===== config.mk =====
export PLATFORM = sky130hd
export DESIGN_NAME = ra_flit_injector
export DESIGN_NICKNAME = d
export VERILOG_FILES = /design/src/rtl/ra_flit_injector.sv
export SDC_FILE = /design/constraint.sdc
export NUM_CORES = 1
export LEC_CHECK = 0
export CELL_PAD_IN_SITES_DETAIL_PLACEMENT = 1
export CELL_PAD_IN_SITES_GLOBAL_PLACEMENT = 1
export CORE_ASPECT_RATIO = 1.1
export CORE_UTILIZATION = 45
export DETAILED_ROUTE_END_ITERATION = 8
export PLACE_DENSITY_LB_ADDON = 0.1
export SYNTH_ARGS = -nofsm -noshare
export SYNTH_HDL_FRONTEND = slang
export SYNTH_SLANG_ARGS = --single-unit

===== constraint.sdc =====
create_clock -name clock -period 5.5 [get_ports clock]
set_clock_uncertainty 0.05 [all_clocks]
set_input_delay 0.55 -clock clock [delete_from_list [all_inputs] [get_ports clock]]
set_output_delay 0.55 -clock clock [all_outputs]
set_load 0.005 [all_outputs]

===== src/rtl/ra_flit_injector.sv =====
// rtl/ra_flit_injector.sv - two-source RA flit injector with per-VC credits and packet-level round-robin
module ra_flit_injector #(
    parameter int DATA_WIDTH = 32,
    parameter int VC_BITS    = 1,
    parameter int ID_BITS    = 4,
    parameter int EXTRA      = 2,
    parameter int TYPE_BITS  = 2,
    parameter int BUF_DEPTH  = 4,
    localparam int VC_PER_PORTS = 1 << VC_BITS,
    localparam int FLIT_WIDTH   = 2*ID_BITS + EXTRA + TYPE_BITS + VC_BITS + DATA_WIDTH
) (
    input  logic                    clock,
    input  logic                    reset,
    input  logic [FLIT_WIDTH-1:0]   req_flit,
    input  logic                    req_valid,
    output logic                    req_ready,
    input  logic [FLIT_WIDTH-1:0]   rsp_flit,
    input  logic                    rsp_valid,
    output logic                    rsp_ready,
    input  logic [VC_PER_PORTS-1:0] credit_in,
    output logic [FLIT_WIDTH-1:0]   out_flit,
    output logic                    out_valid,
    output logic [1:0]              err
);
    localparam int VC_LSB  = DATA_WIDTH;
    localparam int TY_LSB  = VC_LSB + VC_BITS;
    localparam int CLS_BIT = TY_LSB + TYPE_BITS + EXTRA - 1;
    localparam int CW      = $clog2(BUF_DEPTH + 1);
    localparam logic [TYPE_BITS-1:0] T_HEAD = TYPE_BITS'(2);
    localparam logic [TYPE_BITS-1:0] T_TAIL = TYPE_BITS'(1);
    localparam logic [TYPE_BITS-1:0] T_ALL  = TYPE_BITS'(3);

    typedef enum logic [1:0] {IDLE, LOCK_REQ, LOCK_RSP} state_t;

    logic [FLIT_WIDTH-1:0] r_mem [2][2];
    logic [1:0]            r_wptr, r_rptr;
    logic [1:0]            r_cnt [2];
    logic [CW-1:0]         r_credit [VC_PER_PORTS];
    state_t                r_state, w_state_nxt;
    logic                  r_rr, w_rr_nxt;

    logic [FLIT_WIDTH-1:0] w_in_flit [2];
    logic [FLIT_WIDTH-1:0] w_head [2];
    logic [VC_BITS-1:0]    w_head_vc [2];
    logic [1:0]            w_cnt_nxt [2];
    logic [1:0]            w_in_valid, w_elig, w_pop, w_push_ok;
    logic                  w_grant, w_gsrc;
    logic [TYPE_BITS-1:0]  w_gtype;
    logic [VC_BITS-1:0]    w_gvc;
    logic [FLIT_WIDTH-1:0] w_out;
    logic [VC_PER_PORTS-1:0] w_send_vc;

    assign w_in_flit[0] = req_flit;
    assign w_in_flit[1] = rsp_flit;
    assign w_in_valid   = {rsp_valid, req_valid};

    // Index 0 is REQ, index 1 is RSP; the traffic class bit picks the lowest or highest VC.
    always_comb begin
        for (int s = 0; s < 2; s++) begin
            w_head[s]    = r_mem[s][r_rptr[s]];
            w_head_vc[s] = w_head[s][CLS_BIT] ? VC_BITS'(VC_PER_PORTS - 1) : '0;
            w_elig[s]    = (r_cnt[s] != 2'd0) && (r_credit[w_head_vc[s]] != '0);
        end
    end

    always_comb begin
        w_grant     = 1'b0;
        w_gsrc      = 1'b0;
        w_state_nxt = r_state;
        w_rr_nxt    = r_rr;
        case (r_state)
            IDLE: begin
                w_grant = |w_elig;
                w_gsrc  = (&w_elig) ? ~r_rr : w_elig[1];
            end
            LOCK_REQ: begin
                w_grant = w_elig[0];
                w_gsrc  = 1'b0;
            end
            LOCK_RSP: begin
                w_grant = w_elig[1];
                w_gsrc  = 1'b1;
            end
            default: w_state_nxt = IDLE;
        endcase
        w_gtype = w_head[w_gsrc][TY_LSB +: TYPE_BITS];
        w_gvc   = w_head_vc[w_gsrc];
        // Stray BODY/TAIL while idle behaves like ALL so the link never wedges.
        if (w_grant) begin
            if (r_state == IDLE && w_gtype == T_HEAD) begin
                w_state_nxt = w_gsrc ? LOCK_RSP : LOCK_REQ;
            end else if (r_state == IDLE || w_gtype == T_TAIL || w_gtype == T_ALL) begin
                w_state_nxt = IDLE;
                w_rr_nxt    = w_gsrc;
            end
        end
        w_out = w_head[w_gsrc];
        w_out[VC_LSB +: VC_BITS] = w_gvc;
    end

    always_comb begin
        for (int s = 0; s < 2; s++) begin
            w_pop[s]     = w_grant && (w_gsrc == 1'(s));
            w_push_ok[s] = w_in_valid[s] && ((r_cnt[s] != 2'd2) || w_pop[s]);
            w_cnt_nxt[s] = r_cnt[s] + {1'b0, w_push_ok[s]} - {1'b0, w_pop[s]};
        end
        for (int v = 0; v < VC_PER_PORTS; v++) begin
            w_send_vc[v] = w_grant && (w_gvc == VC_BITS'(v));
        end
    end

    always_ff @(posedge clock) begin
        for (int s = 0; s < 2; s++) begin
            if (w_push_ok[s]) r_mem[s][r_wptr[s]] <= w_in_flit[s];
        end
    end

    always_ff @(posedge clock or negedge reset) begin
        if (!reset) begin
            r_wptr    <= '0;
            r_rptr    <= '0;
            r_cnt[0]  <= '0;
            r_cnt[1]  <= '0;
            for (int v = 0; v < VC_PER_PORTS; v++) r_credit[v] <= CW'(BUF_DEPTH);
            r_state   <= IDLE;
            r_rr      <= 1'b0;
            req_ready <= 1'b0;
            rsp_ready <= 1'b0;
            out_flit  <= '0;
            out_valid <= 1'b0;
            err       <= '0;
        end else begin
            for (int s = 0; s < 2; s++) begin
                if (w_push_ok[s]) r_wptr[s] <= ~r_wptr[s];
                if (w_pop[s])     r_rptr[s] <= ~r_rptr[s];
                if (w_in_valid[s] && !w_push_ok[s]) err[0] <= 1'b1;
                r_cnt[s] <= w_cnt_nxt[s];
            end
            // Ready only when empty: leaves one slot for a flit already launched.
            req_ready <= (w_cnt_nxt[0] == 2'd0);
            rsp_ready <= (w_cnt_nxt[1] == 2'd0);
            for (int v = 0; v < VC_PER_PORTS; v++) begin
                if (w_send_vc[v] && !credit_in[v]) begin
                    r_credit[v] <= r_credit[v] - 1'b1;
                end else if (!w_send_vc[v] && credit_in[v]) begin
                    if (r_credit[v] == CW'(BUF_DEPTH)) err[1] <= 1'b1;
                    else                               r_credit[v] <= r_credit[v] + 1'b1;
                end
            end
            r_state   <= w_state_nxt;
            r_rr      <= w_rr_nxt;
            out_valid <= w_grant;
            out_flit  <= w_grant ? w_out : '0;
        end
    end
endmodule


==> qor.yml <==
clocking:
  worst_skew_pair.late_latency_ns: 0.52
  clkTransAtPathRegs_ns: 0.06
  cts_inserted_buffers: 26
  postCtsSetupBuffers: 0
  clock_path_buffers: 3
  cts_tree: "built"
  cts_num_sinks: 242
  htreeDepth: 1
  ctsResizeCount: 0
  cts-root-buf: "clkbuf_16"
  hold_buffers: 0
yosys:
  yosysTopAreaCell: "edfxtp_1"
  syn_area_per_cell_um2: 17.6
  netlist_instances: 514
  ys_seq_elements: 242
  yosysWarnings: 0
  synth_nets: 620
  synthArstFlopShare: 0.273
  synth.distinct_cells: 50
  syn-cell-area_mm2: 0.00905
  ys_top_cells_by_area: "edfxtp_1 58%, dfrtp_1 18%, mux2i_1 9.4%"
  synth_top_area_share: 0.584
  seq_area_frac_synth: 0.766
  synthFlopType: "edfxtp_1"
  synth_edf_count: 176
die:
  die_h_um: 151
  initial_core_util: 0.457
  dieArea_mm2: 0.0207
  io_pins: 146
  core_mm2: 0.0198
  num_rows: 54
  die_w_um: 137
global_routing:
  grt_usage: 0.205
  grt_pass1_wl_um: 31300
  grt_antenna_before_repair: 2
  grt_overflow: 0
  grt_max_degree: 67
  grt_pass1_vias: 5813
drt:
  wl_per_cell_um: 21.8
  routed-via-count: 5065
  totalWireLength_um: 20600
  initialDrtViolationCount: 156
  avgViaCountPerCell: 5.35
  dr.pass1.iters: 4
  drc: 0
  antenna_left: 0
place:
  place_area_mm2: 0.0108
  place_congestion: 0.823
  dp_hpwl_um: 12400
  port_buffers: 143
layout:
  area_growth_pct: 29.1
  layout-drive-gt1-share: 0.107
  fin_util: 0.590
  fillers: 1811
  n_antenna_cell: 0
  postLayoutCellArea_mm2: 0.0117
  fin_nets: 780
worst_setup_path:
  slowest_stage: "or3_1"
  reg2reg_slack_ns: 1.93
  path_max_fanout: 7
  critPathMaxStageDelay_ns: 0.46
  cp.required_ns: 5.90
  crit-reg2reg-launch: "r_credit[1]"
  r2r_cells: 13
  cp.arrival_ns: 3.96
  endpoint_kind: "flop"
  crit_type: "flop to flop"
  cp-start-kind: "flop"
  crit_chain: "or3_1, mux2_2, and2_2, o21ai_4, mux2_1, nor2_1, ha_1, inv_1, fa_1, a211oi_1, a21oi_1, o21ai_1, o31ai_1"
  r2r_end: "r_credit[2]"
sta:
  finalSetupTns_ns: 0
  period_minus_slack_ns: 3.57
  relSlewSlack: 0.252
  hold_violations: 0
  max_freq_ghz: 0.280
  tightest_slew_ns: 1.12
  rsz0062_at_grt: "false"
  slew_viol_final: 0
  setup_viol: 0
  min_period_over_period: 0.649
power_and_ir_drop:
  power_density_mw_per_mm2: 623
  leakage_uw: 0.00442
  peakVddDrop_mv: 0.418
run:
  maxCapViolations: 0
run_status:
  status: "completed"
hold_path:
  worstHoldPathType: "input pin to async pin"
## layout make-up
class / count / area [um2] / area share
clock inverter: 10 / 125 / 0.0107
timing repair buffer: 151 / 1490 / 0.127
clock buffer: 38 / 757 / 0.0648
tap: 252 / 315 / 0.0270
sequential: 242 / 6950 / 0.594
inverter: 21 / 78.8 / 0.00675
multi-input combinational: 232 / 1970 / 0.169
## state kept, by name, summed over array words and instances, names as in the netlist
register   flops
err            2
out_flit      44
out_valid      1
r_cnt          4
r_credit       6
r_mem        176
r_rptr         2
r_rr           1
r_state        2
r_wptr         2
req_ready      1
rsp_ready      1
## metrics by stage
| stage | instances | worst slack [ns] | power [uW] | hold WS, ns |
|---|---|---|---|---|
| 2_1_floorplan | 514 | 1.43 | 4490 | 0.204 |
| 3_3_place_gp | 898 | 2.02 | 5440 | 0.415 |
| 3_5_place_dp | 898 | 1.92 | 5580 | 0.465 |
| 4_1_cts | 946 | 1.90 | 7390 | 0.175 |
| 5_1_grt | 946 | 1.73 | 7690 | 0.226 |
| 6_report | 946 | 1.93 | 7280 | 0.107 |
## kinds of logic (layout without fill, tap and decap cells)
group | count (synthesis) | after routing | share of synthesized area
buf+inv | 40 | 220 | 0.0184
fa+ha+maj | 10 | 10 | 0.0155
simple gates | 43 | 43 | 0.0236
compound gates | 77 | 77 | 0.0609
flops | 242 | 242 | 0.766
xor+xnor | 10 | 10 | 0.00967
mux | 92 | 92 | 0.105
## metal layers
| metal | vias up | wire length (um) | share of wire | track usage |
|---|---|---|---|---|
| li1 | 2305 | - | - | - |
| met5 | - | 11 | 0.00053 | 0 |
| met3 | 35 | 986 | 0.048 | 0.0434 |
| met2 | 123 | 11200 | 0.54 | 0.390 |
| met1 | 2600 | 8040 | 0.39 | 0.228 |
| met4 | 2 | 414 | 0.020 | 0.0588 |
## power breakdown
| part | internal [uW] | switching, uW |
|---|---|---|
| Sequential | 2640 | 210 |
| Clock | 1090 | 686 |
| Combinational | 1140 | 1510 |
## critical path, delay by kind of cell, from the launching register on
family / cells / cell delay [ns]
buf+inv: 1 / 0.09
flops: 1 / 0.41
fa+ha+maj: 2 / 0.66
simple gates: 3 / 0.84
compound gates: 5 / 0.71
mux: 2 / 0.74
## Yosys cell counts (all sizes together) (2+ instances only)
| cell type | number |
|---|---|
| and3 | 2 |
| dfstp | 2 |
| edfxtp | 176 |
| nor3 | 2 |
| dfrtp | 64 |
| nand3 | 3 |
| inv | 21 |
| o21ai | 8 |
| nor2 | 14 |
| mux2 | 4 |
| mux2i | 88 |
| buf | 4 |
| xnor2 | 7 |
| ha | 8 |
| clkbuf | 15 |
| o211ai | 2 |
| o22ai | 42 |
| nand2b | 2 |
| or2 | 3 |
| and2 | 2 |
| nand2 | 11 |
| a21oi | 5 |
| a22oi | 3 |
| fa | 2 |
| a211oi | 3 |
| o31ai | 3 |
| a221o | 3 |
| or3 | 2 |
| xor2 | 3 |
## placed cells by master, fill, tap and decap left out, types with 4 or more instances in the layout
master	n
clkdlybuf4s50_1	142
clkbuf_1	7
dfrtp_1	62
mux2i_1	85
clkbuf_16	27
o22ai_1	42
inv_1	18
xnor2_1	7
nand2_1	10
clkbuf_8	4
buf_4	9
o21ai_0	4
a21oi_1	5
nor2_1	11
ha_1	8
edfxtp_1	176
## how the worst max path moves through the flow
stage	start	cells after the start	endpoint	slack (ns)
finish	r_credit[1]	13	r_credit[2]	1.93
global route	r_credit[1]	13	r_credit[2]	1.73
CTS	r_credit[1]	13	r_credit[2]	1.90
detailed placement	r_credit[1]	13	r_credit[2]	1.92
global placement	r_credit[1]	13	r_credit[2]	2.02
floorplan	r_rptr[0]	9	r_mem[0][100]	1.43
Note: power is estimated with default switching activity, not from simulation.
